## src/rtl/spi_pkg.sv

```systemverilog
// Shared definitions for the SPI slave receiver.
//   spi_state_e        : receiver FSM states (IDLE, SHIFT, HOLD)
//   FRAME_BITS_DEFAULT : default number of bits per SPI frame
package spi_pkg;

  localparam int FRAME_BITS_DEFAULT = 16;

  typedef enum logic [1:0] {
    IDLE  = 2'd0,  // cs high, waiting for a frame to start
    SHIFT = 2'd1,  // cs low, bits still being exchanged
    HOLD  = 2'd2   // frame complete, waiting for cs to return high
  } spi_state_e;

endpackage

```

## src/rtl/spi_sync.sv

```systemverilog
// Two-flop synchronizer with edge detection.
//   clk   : system clock
//   rst   : asynchronous active-high reset; all flops reset to RESET_VAL
//   din   : asynchronous input
//   level : synchronized level of din
//   rise  : one-clk pulse on a synchronized 0->1 transition
//   fall  : one-clk pulse on a synchronized 1->0 transition
module spi_sync #(
  parameter logic RESET_VAL = 1'b0
) (
  input  logic clk,
  input  logic rst,
  input  logic din,
  output logic level,
  output logic rise,
  output logic fall
);

  logic meta_q;
  logic sync_q;
  logic prev_q;

  always_ff @(posedge clk or posedge rst) begin
    if (rst) begin
      meta_q <= RESET_VAL;
      sync_q <= RESET_VAL;
      prev_q <= RESET_VAL;
    end else begin
      meta_q <= din;
      sync_q <= meta_q;
      prev_q <= sync_q;
    end
  end

  assign level = sync_q;
  assign rise  = sync_q & ~prev_q;
  assign fall  = ~sync_q & prev_q;

endmodule

```

## src/rtl/spi_slave_rx.sv

```systemverilog
// SPI slave receiver/transmitter, CPHA=1 (mode 1 by default).
//   clk, rst   : system clock, asynchronous active-high reset
//   sck, cs    : SPI clock and active-low chip select (asynchronous)
//   mosi, miso : serial data in / out, MSB first
//   miso_oe    : miso drive enable, high while a frame is active
//   tx_data    : response word, captured when the frame starts
//   rx_data    : last complete received word
//   rx_valid   : one-clk pulse when rx_data updates
//   frame_err  : one-clk pulse when cs rises in the middle of a frame
//   busy       : inverted synchronized cs
module spi_slave_rx
  import spi_pkg::*;
#(
  parameter int FRAME_BITS = FRAME_BITS_DEFAULT,
  parameter int SPI_MODE   = 1
) (
  input  logic                  clk,
  input  logic                  rst,
  input  logic                  sck,
  input  logic                  cs,
  input  logic                  mosi,
  output logic                  miso,
  output logic                  miso_oe,
  input  logic [FRAME_BITS-1:0] tx_data,
  output logic [FRAME_BITS-1:0] rx_data,
  output logic                  rx_valid,
  output logic                  frame_err,
  output logic                  busy
);

  localparam int CNT_W = $clog2(FRAME_BITS + 1);
  // With CPHA=1 data is launched on the leading sck edge and captured on
  // the trailing one; CPOL decides which physical edge leads.
  localparam bit CPOL = (SPI_MODE >= 2);

  logic sck_level_unused, sck_rise, sck_fall;
  logic cs_s, cs_rise, cs_fall;
  logic mosi_meta_q, mosi_s_q;
  logic launch, capture, last_bit;

  spi_state_e            state_q, state_d;
  logic [CNT_W-1:0]      bit_cnt_q, bit_cnt_d;
  logic [FRAME_BITS-1:0] tx_shift_q, tx_shift_d;
  logic [FRAME_BITS-1:0] rx_shift_q, rx_shift_d;
  logic [FRAME_BITS-1:0] rx_data_q, rx_data_d;
  logic                  rx_valid_q, rx_valid_d;
  logic                  frame_err_q, frame_err_d;
  logic                  miso_q, miso_d;
  logic                  miso_oe_q, miso_oe_d;
  // After reset the cs synchronizer starts at 1; if cs is really low, a
  // spurious falling edge appears once the pipeline flushes. Frames are
  // only accepted after cs has been genuinely observed high.
  logic [1:0]            settle_q, settle_d;
  logic                  armed_q, armed_d;

  spi_sync #(.RESET_VAL(1'b0)) u_sync_sck (
    .clk(clk), .rst(rst), .din(sck),
    .level(sck_level_unused), .rise(sck_rise), .fall(sck_fall)
  );

  spi_sync #(.RESET_VAL(1'b1)) u_sync_cs (
    .clk(clk), .rst(rst), .din(cs),
    .level(cs_s), .rise(cs_rise), .fall(cs_fall)
  );

  assign launch  = CPOL ? sck_fall : sck_rise;
  assign capture = CPOL ? sck_rise : sck_fall;

  always_comb begin
    state_d     = state_q;
    bit_cnt_d   = bit_cnt_q;
    tx_shift_d  = tx_shift_q;
    rx_shift_d  = rx_shift_q;
    rx_data_d   = rx_data_q;
    rx_valid_d  = 1'b0;
    frame_err_d = 1'b0;
    miso_d      = miso_q;
    miso_oe_d   = miso_oe_q;
    last_bit    = 1'b0;
    settle_d    = (settle_q == 2'd3) ? settle_q : settle_q + 2'd1;
    armed_d     = armed_q | (cs_s & (settle_q == 2'd3));

    case (state_q)
      IDLE: begin
        miso_d    = 1'b0;
        miso_oe_d = 1'b0;
        if (cs_fall && armed_q) begin
          state_d    = SHIFT;
          tx_shift_d = tx_data;
          rx_shift_d = '0;
          bit_cnt_d  = '0;
          miso_oe_d  = 1'b1;
        end
      end

      SHIFT: begin
        if (launch) begin
          miso_d     = tx_shift_q[FRAME_BITS-1];
          tx_shift_d = {tx_shift_q[FRAME_BITS-2:0], 1'b0};
        end
        if (capture) begin
          rx_shift_d = {rx_shift_q[FRAME_BITS-2:0], mosi_s_q};
          bit_cnt_d  = bit_cnt_q + CNT_W'(1);
          if (bit_cnt_q == CNT_W'(FRAME_BITS - 1)) begin
            last_bit   = 1'b1;
            state_d    = HOLD;
            rx_data_d  = {rx_shift_q[FRAME_BITS-2:0], mosi_s_q};
            rx_valid_d = 1'b1;
          end
        end
        // A completing edge in the same cycle wins: the word is delivered
        // and the frame ends cleanly.
        if (cs_rise) begin
          state_d   = IDLE;
          miso_d    = 1'b0;
          miso_oe_d = 1'b0;
          if (!last_bit && (bit_cnt_q != '0 || capture)) begin
            frame_err_d = 1'b1;
          end
        end
      end

      HOLD: begin
        if (cs_rise) begin
          state_d   = IDLE;
          miso_d    = 1'b0;
          miso_oe_d = 1'b0;
        end
      end

      default: begin
        state_d   = IDLE;
        miso_d    = 1'b0;
        miso_oe_d = 1'b0;
      end
    endcase
  end

  always_ff @(posedge clk or posedge rst) begin
    if (rst) begin
      state_q     <= IDLE;
      bit_cnt_q   <= '0;
      tx_shift_q  <= '0;
      rx_shift_q  <= '0;
      rx_data_q   <= '0;
      rx_valid_q  <= 1'b0;
      frame_err_q <= 1'b0;
      miso_q      <= 1'b0;
      miso_oe_q   <= 1'b0;
      settle_q    <= 2'd0;
      armed_q     <= 1'b0;
      mosi_meta_q <= 1'b0;
      mosi_s_q    <= 1'b0;
    end else begin
      state_q     <= state_d;
      bit_cnt_q   <= bit_cnt_d;
      tx_shift_q  <= tx_shift_d;
      rx_shift_q  <= rx_shift_d;
      rx_data_q   <= rx_data_d;
      rx_valid_q  <= rx_valid_d;
      frame_err_q <= frame_err_d;
      miso_q      <= miso_d;
      miso_oe_q   <= miso_oe_d;
      settle_q    <= settle_d;
      armed_q     <= armed_d;
      mosi_meta_q <= mosi;
      mosi_s_q    <= mosi_meta_q;
    end
  end

  assign miso      = miso_q;
  assign miso_oe   = miso_oe_q;
  assign rx_data   = rx_data_q;
  assign rx_valid  = rx_valid_q;
  assign frame_err = frame_err_q;
  assign busy      = ~cs_s;

endmodule

```

## config.mk

```make
export PLATFORM = sky130hd
export DESIGN_NAME = spi_slave_rx
export DESIGN_NICKNAME = d
export VERILOG_FILES = /design/src/rtl/spi_pkg.sv /design/src/rtl/spi_sync.sv /design/src/rtl/spi_slave_rx.sv
export SDC_FILE = /design/constraint.sdc
export NUM_CORES = 1
export LEC_CHECK = 0
export BUFFER_PORTS_ARGS = -buffer_cell sky130_fd_sc_hd__buf_2
export CORE_UTILIZATION = 56
export DETAILED_ROUTE_END_ITERATION = 6
export GPL_ROUTABILITY_DRIVEN = 0
export PLACE_DENSITY = 0.79
export SYNTH_ARGS = -nofsm -noshare
export SYNTH_HDL_FRONTEND = slang
export SYNTH_SLANG_ARGS = --single-unit
```

## constraint.sdc

```tcl
create_clock -name clk -period 2.8 [get_ports clk]
set_input_delay 0.42 -clock clk [delete_from_list [all_inputs] [get_ports clk]]
set_output_delay 0.42 -clock clk [all_outputs]
set_load 0.02 [all_outputs]
```

==> results of run 1 <==
## synthesized netlist by cell type (all sizes together)
master,count
nor3,1
dfrtp,66
ha,8
o21a,1
nand2b,3
o21ai,21
nand3b,4
o21bai,1
a2111oi,1
a21o,1
mux2,18
a21oi,16
mux2i,15
o2bb2ai,1
nand3,7
xnor2,1
clkbuf,2
nor4bb,1
and2b,1
nor2,17
or3b,1
or4b,1
buf,11
a22oi,1
and3,1
inv,10
a32o,1
a211o,1
dfstp,3
nand2,41
a21boi,1
and3b,1
## worst max-delay path, delay by kind of cell, from the launching register on
kind / cells / cell delay, ps
adders and majority gates: 1 / 420
buffers and inverters: 1 / 130
and+or+nand+nor: 2 / 650
DFF: 1 / 410
muxes: 1 / 380
## final timing paths
check	startpoint	endpoint	slack, ps	cells past startpoint
setup / recovery	state_q[1]$_DFFE_PP0P_	rx_data[8]$_DFFE_PP0P_	700	5
setup reg to reg	state_q[1]$_DFFE_PP0P_	rx_data[8]$_DFFE_PP0P_	700	5
max in group asynchronous	rst	u_sync_cs.meta_q$_DFF_PP1_	1550	4
hold / removal	mosi	mosi_meta_q$_DFF_PP0_	180	1
hold reg to reg	u_sync_sck.meta_q$_DFF_PP0_	u_sync_sck.level$_DFF_PP0_	350	0
min in group asynchronous	rst	frame_err$_DFF_PP0_	550	3
## cell families after synthesis
logic type	share of synthesized area
buffers and inverters	0.0357
adder cells (fa/ha/maj)	0.0340
AO/OA/AOI/OAI	0.0962
multiplexers	0.120
flip-flops	0.589
AND/OR/NAND/NOR	0.123
XOR/XNOR	0.00298
## cell usage in the layout, fill, tap and decap left out, types with 7 or more instances in the layout
| master | Yosys | layout |
|---|---|---|
| mux2i_1 | 15 | 15 |
| a21oi_1 | 16 | 16 |
| dfrtp_1 | 66 | 66 |
| buf_2 | 9 | 41 |
| nor2_1 | 17 | 17 |
| nand2_1 | 40 | 40 |
| inv_1 | 10 | 9 |
| ha_1 | 8 | 7 |
| mux2_2 | 18 | 18 |
| nand3_1 | 7 | 7 |
| clkbuf_8 | 0 | 9 |
| o21ai_0 | 21 | 21 |
## cell type report
cell class	instances	area share
Multi-Input combinational cell	167	0.327
Tap cell	70	0.0259
Clock inverter	5	0.00814
Timing Repair Buffer	48	0.0770
Inverter	10	0.0111
Sequential cell	69	0.512
Clock buffer	11	0.0388
## sequential cells by signal (all words and copies together) (netlist names), 2 cells and up
name and flops:
rx_data 16, tx_shift_q 16, rx_shift_q 15, bit_cnt_q 5
settle_q 2, state_q 2
## stage by stage
stage	hold WS (ps)	utilization	total power [W]	area [sq um]	setup slack, ps
2_1_floorplan	331	-	0.00198	2940	645
3_3_place_gp	331	0.633	0.00212	3210	785
3_5_place_dp	335	0.633	0.00216	3210	698
4_1_cts	165	0.666	0.00283	3380	688
5_1_grt	167	0.666	0.00300	3380	581
6_report	181	0.666	0.00281	3380	700
## power breakdown
part	switching, W	total, W	internal (W)
Sequential	0.000126	0.00131	0.00118
Clock	0.000355	0.000670	0.000315
Combinational	0.000488	0.000830	0.000341
Total	0.000969	0.00281	0.00184
## routing by layer
layer	vias to the layer above	share of wire	track usage
li1	975	-	-
met1	926	0.47	0.259
met2	46	0.47	0.322
met3	11	0.038	0.0488
met4	0	0.028	0.140
met5	-	0	0
==> impl_metrics.yaml, run 1 <==
logic_synthesis:
  synth_cells: 259
  synth_area_sq_um: 2940
  synth_top_area_cell: "dfrtp_1"
  synth_top_cell_area_share: 0.562
  synthTopCellsByArea: "dfrtp_1, mux2_2, mux2i_1, nand2_1, o21ai_0"
  synth-seq-cells: 69
  synth_area_per_cell_sq_um: 11.4
  ys_warn_count: 0
  synth_cell_types: 34
  synthesis.nets: 288
  yosysSeqAreaShare: 0.589
route:
  drcViolationCount: 0
  vias: 1958
  wl_mm: 5.02
  drt_iter0_drc: 131
  drt_first_pass_iters: 4
  vias_per_cell: 5.15
  wl_per_cell_microns: 13.2
  ant_nets: 0
cells_and_area:
  ff_latch_area_sq_um: 1730
  area_growth_pct: 15.0
  diodes: 0
  fin_nets: 334
  fillers: 407
  multiInputGateArea_sq_um: 1110
  final_cells: 380
  layout-drive-gt1-share: 0.284
clock_tree:
  clk_latency_ps: 340
  cts_hold_buf: 1
  cts_max_level: 3
  cts_setup_buffers: 0
  cts_buffers: 9
  clkSinkCount: 69
  tritoncts: "built"
  ctsResizeCount: 0
  clockBufferDepth: 2
  cts_root_buf: "clkbuf_8"
  path_clk_slew_ps: 70
critical_path:
  worstPathRequired_ps: 3020
  path_cells: "inv_1, ha_2, and3b_1, nand2_2, mux2_2"
  end_kind: "flop"
  crit_fanout: 19
  crit_type: "flop to flop"
  cp_slowest_cell: "ha_2"
  crit_arrival_ps: 2320
  max_stage_delay_ps: 420
  crit_path_start_kind: "flop"
global_route:
  antenna_found_initial: 0
  grt_max_degree: 33
  overflow: 0
  grtUsageTotal: 0.208
  grt_pass1_wl_mm: 8.35
  grt_pass1_vias: 1852
floorplanning:
  ios: 42
  coreArea_sq_um: 5070
  dieArea_sq_um: 5540
  initial_core_util: 0.579
  die_w_microns: 74.5
  rows: 26
  die_h_microns: 74.5
sta:
  period_needed_ps: 2100
  slew_headroom: 0.710
  fin_crit_sh: 0.750
  skew_ps: 8.33
  setup_violations: 0
  maxSlewViolCount: 0
  tightest_slew_ps: 434
  hold_violations: 0
  finalSetupTns_ps: 0
  timing.fmax_mhz: 476
  rsz0062_at_grt: "no"
power_and_ir_drop:
  power.density_nw_per_um2: 830
  total_leakage_power_nw: 1.66
  max-vdd-ir-drop_mv: 0.519
min_path:
  min_path_type: "primary input to flop"
status:
  status: "completed"
run:
  maxCapViolations: 0
placement:
  port_buffers: 41
  place_inst: 363
  hpwl_mm: 3.37
No activity file was read; power rests on OpenSTA's default activity.
==> run 2: changes to the inputs <==
Clock period 2.8 ns to 2.1 ns, I/O delays scaled along.
==> run 2 against run 1 <==
Compared with the run above: combinational power up 33%; clock power rose by 58%; die area unchanged; design area is 1.0% higher; register-to-register slack worse by 510 ps; maximum frequency is 10% higher; global-route usage decreased by 1.3 points; sequential share of layout area shrank 0.52 points; worst hold slack lost 140 ps; critical path depth unchanged.
==> impl_metrics.yaml, run 2 (same netlist as run 1, synthesis figures left out) <==
clock_tree:
  cts_setup_buffers: 0
  path_clk_slew_ps: 70
  cts_buffers: 9
  cts_hold_buf: 0
  clockBufferDepth: 2
  cts_max_level: 3
  clkSinkCount: 69
  cts_root_buf: "clkbuf_8"
  clk_latency_ps: 330
  ctsResizeCount: 0
  tritoncts: "built"
power_and_ir_drop:
  power.density_nw_per_um2: 1140
  switching_share: 0.326
  internal_power_w: 0.00263
  pwr-share-seq: 0.446
  combPwrFrac: 0.282
  total_leakage_power_nw: 1.68
  max-vdd-ir-drop_mv: 0.707
  p_clk_frac: 0.272
  power_switching_w: 0.00127
floorplanning:
  die_h_microns: 74.5
  coreArea_sq_um: 5070
  ios: 42
  die_w_microns: 74.5
  initial_core_util: 0.579
  dieArea_sq_um: 5540
  rows: 26
route:
  drcViolationCount: 0
  wl_per_cell_microns: 12.7
  drt_first_pass_iters: 4
  drt_iter0_drc: 81
  vias: 1953
  wl_mm: 4.78
  ant_nets: 0
  vias_per_cell: 5.18
sta:
  final.setup.worst_slack_ps: 194
  slew_headroom: 0.744
  maxSlewViolCount: 0
  setup_violations: 0
  rsz0062_at_grt: "no"
  skew_ps: 6.69
  fin_crit_sh: 0.908
  timing.fmax_mhz: 525
  period_needed_ps: 1910
  finalSetupTns_ps: 0
  holdWs_ps: 42.7
  tightest_slew_ps: 375
  hold_violations: 0
global_route:
  grt_max_degree: 70
  grt_pass1_vias: 1848
  grt_pass1_wl_mm: 8.00
  antenna_found_initial: 0
  overflow: 0
  grtUsageTotal: 0.194
cells_and_area:
  diodes: 0
  fin_nets: 332
  fin_area_sq_um: 3420
  final_common_cell: "dfrtp_1"
  multiInputGateArea_sq_um: 1110
  fillers: 406
  postLayoutCoreUtil: 0.673
  final_cell_mix: "dfrtp_1, buf_2, nand2_1, o21ai_0, mux2_2"
  area_growth_pct: 16.2
  layout-drive-gt1-share: 0.287
  ff_latch_area_sq_um: 1730
critical_path:
  crit_arrival_ps: 2120
  worstPathRequired_ps: 2320
  crit_type: "flop to flop"
  end_kind: "flop"
  crit_fanout: 17
  crit_path_start_kind: "flop"
min_path:
  min_path_type: "primary input to asynchronous set/reset pin"
status:
  status: "completed"
placement:
  placed_cell_area_sq_um: 3220
  place_ws_ps: 179
  hpwl_mm: 3.24
  port_buffers: 41
run:
  maxCapViolations: 0
[run 2: cell types whose count changed in the layout (fill, tap and decap cells not counted)]
cell / before / now
buf_12: 0 / 1
buf_4: 6 / 4
bufinv_16: 0 / 1
clkbuf_1: 2 / 0
clkbuf_8: 9 / 11
clkinv_2: 4 / 2
dlygate4sd3_1: 1 / 0
[run 2: metrics by stage]
| step | cells | total power, W |
|---|---|---|
| floorplan | 259 | 0.00264 |
| global placement | 362 | 0.00283 |
| detailed placement | 362 | 0.00288 |
| CTS | 377 | 0.00395 |
| global route | 377 | 0.00418 |
| finish | 377 | 0.00391 |
[run 2: routing by layer]
metal / global-route usage / part of all wire
met5: 0 / 0
met4: 0.122 / 0.024
met3: 0.0461 / 0.043
met2: 0.314 / 0.48
met1: 0.235 / 0.45
[run 2: power by group through the flow]
stage | sequential [W] | combinational [W] | clock [W]
after floorplan | 0.00173 | 0.000902 | 0
after global placement | 0.00175 | 0.00108 | 0
after detailed placement | 0.00176 | 0.00112 | 0
after CTS | 0.00174 | 0.00112 | 0.00109
after global routing | 0.00177 | 0.00127 | 0.00114
final | 0.00174 | 0.00110 | 0.00106
[run 2: cell type report]
type / instances / share of cell area
Inverter: 10 / 0.0110
Tap cell: 70 / 0.0256
Clock inverter: 4 / 0.0139
Timing Repair Buffer: 46 / 0.0747
Clock buffer: 11 / 0.0443
Multi-Input combinational cell: 167 / 0.324
Sequential cell: 69 / 0.506
[run 2: path summary, 6_finish.rpt]
check	slack [ps]	endpoint	cells after the start	startpoint
max in group asynchronous	1720	u_sync_cs.meta_q$_DFF_PP1_	3	rst
min	40	tx_shift_q[2]$_DFFE_PP0P_	3	rst
max	190	rx_data[13]$_DFFE_PP0P_	5	state_q[1]$_DFFE_PP0P_
min reg2reg	350	u_sync_sck.level$_DFF_PP0_	0	u_sync_sck.meta_q$_DFF_PP0_
max reg2reg	190	rx_data[13]$_DFFE_PP0P_	5	state_q[1]$_DFFE_PP0P_
min in group clk	80	u_sync_cs.meta_q$_DFF_PP1_	1	cs
[run 2: critical path, stage by stage, from the launching register on]
cell and delay, ps:
dfrtp_1 410, inv_1 130, ha_2 280, and3b_1 310, nand2_2 290, mux2_2 370
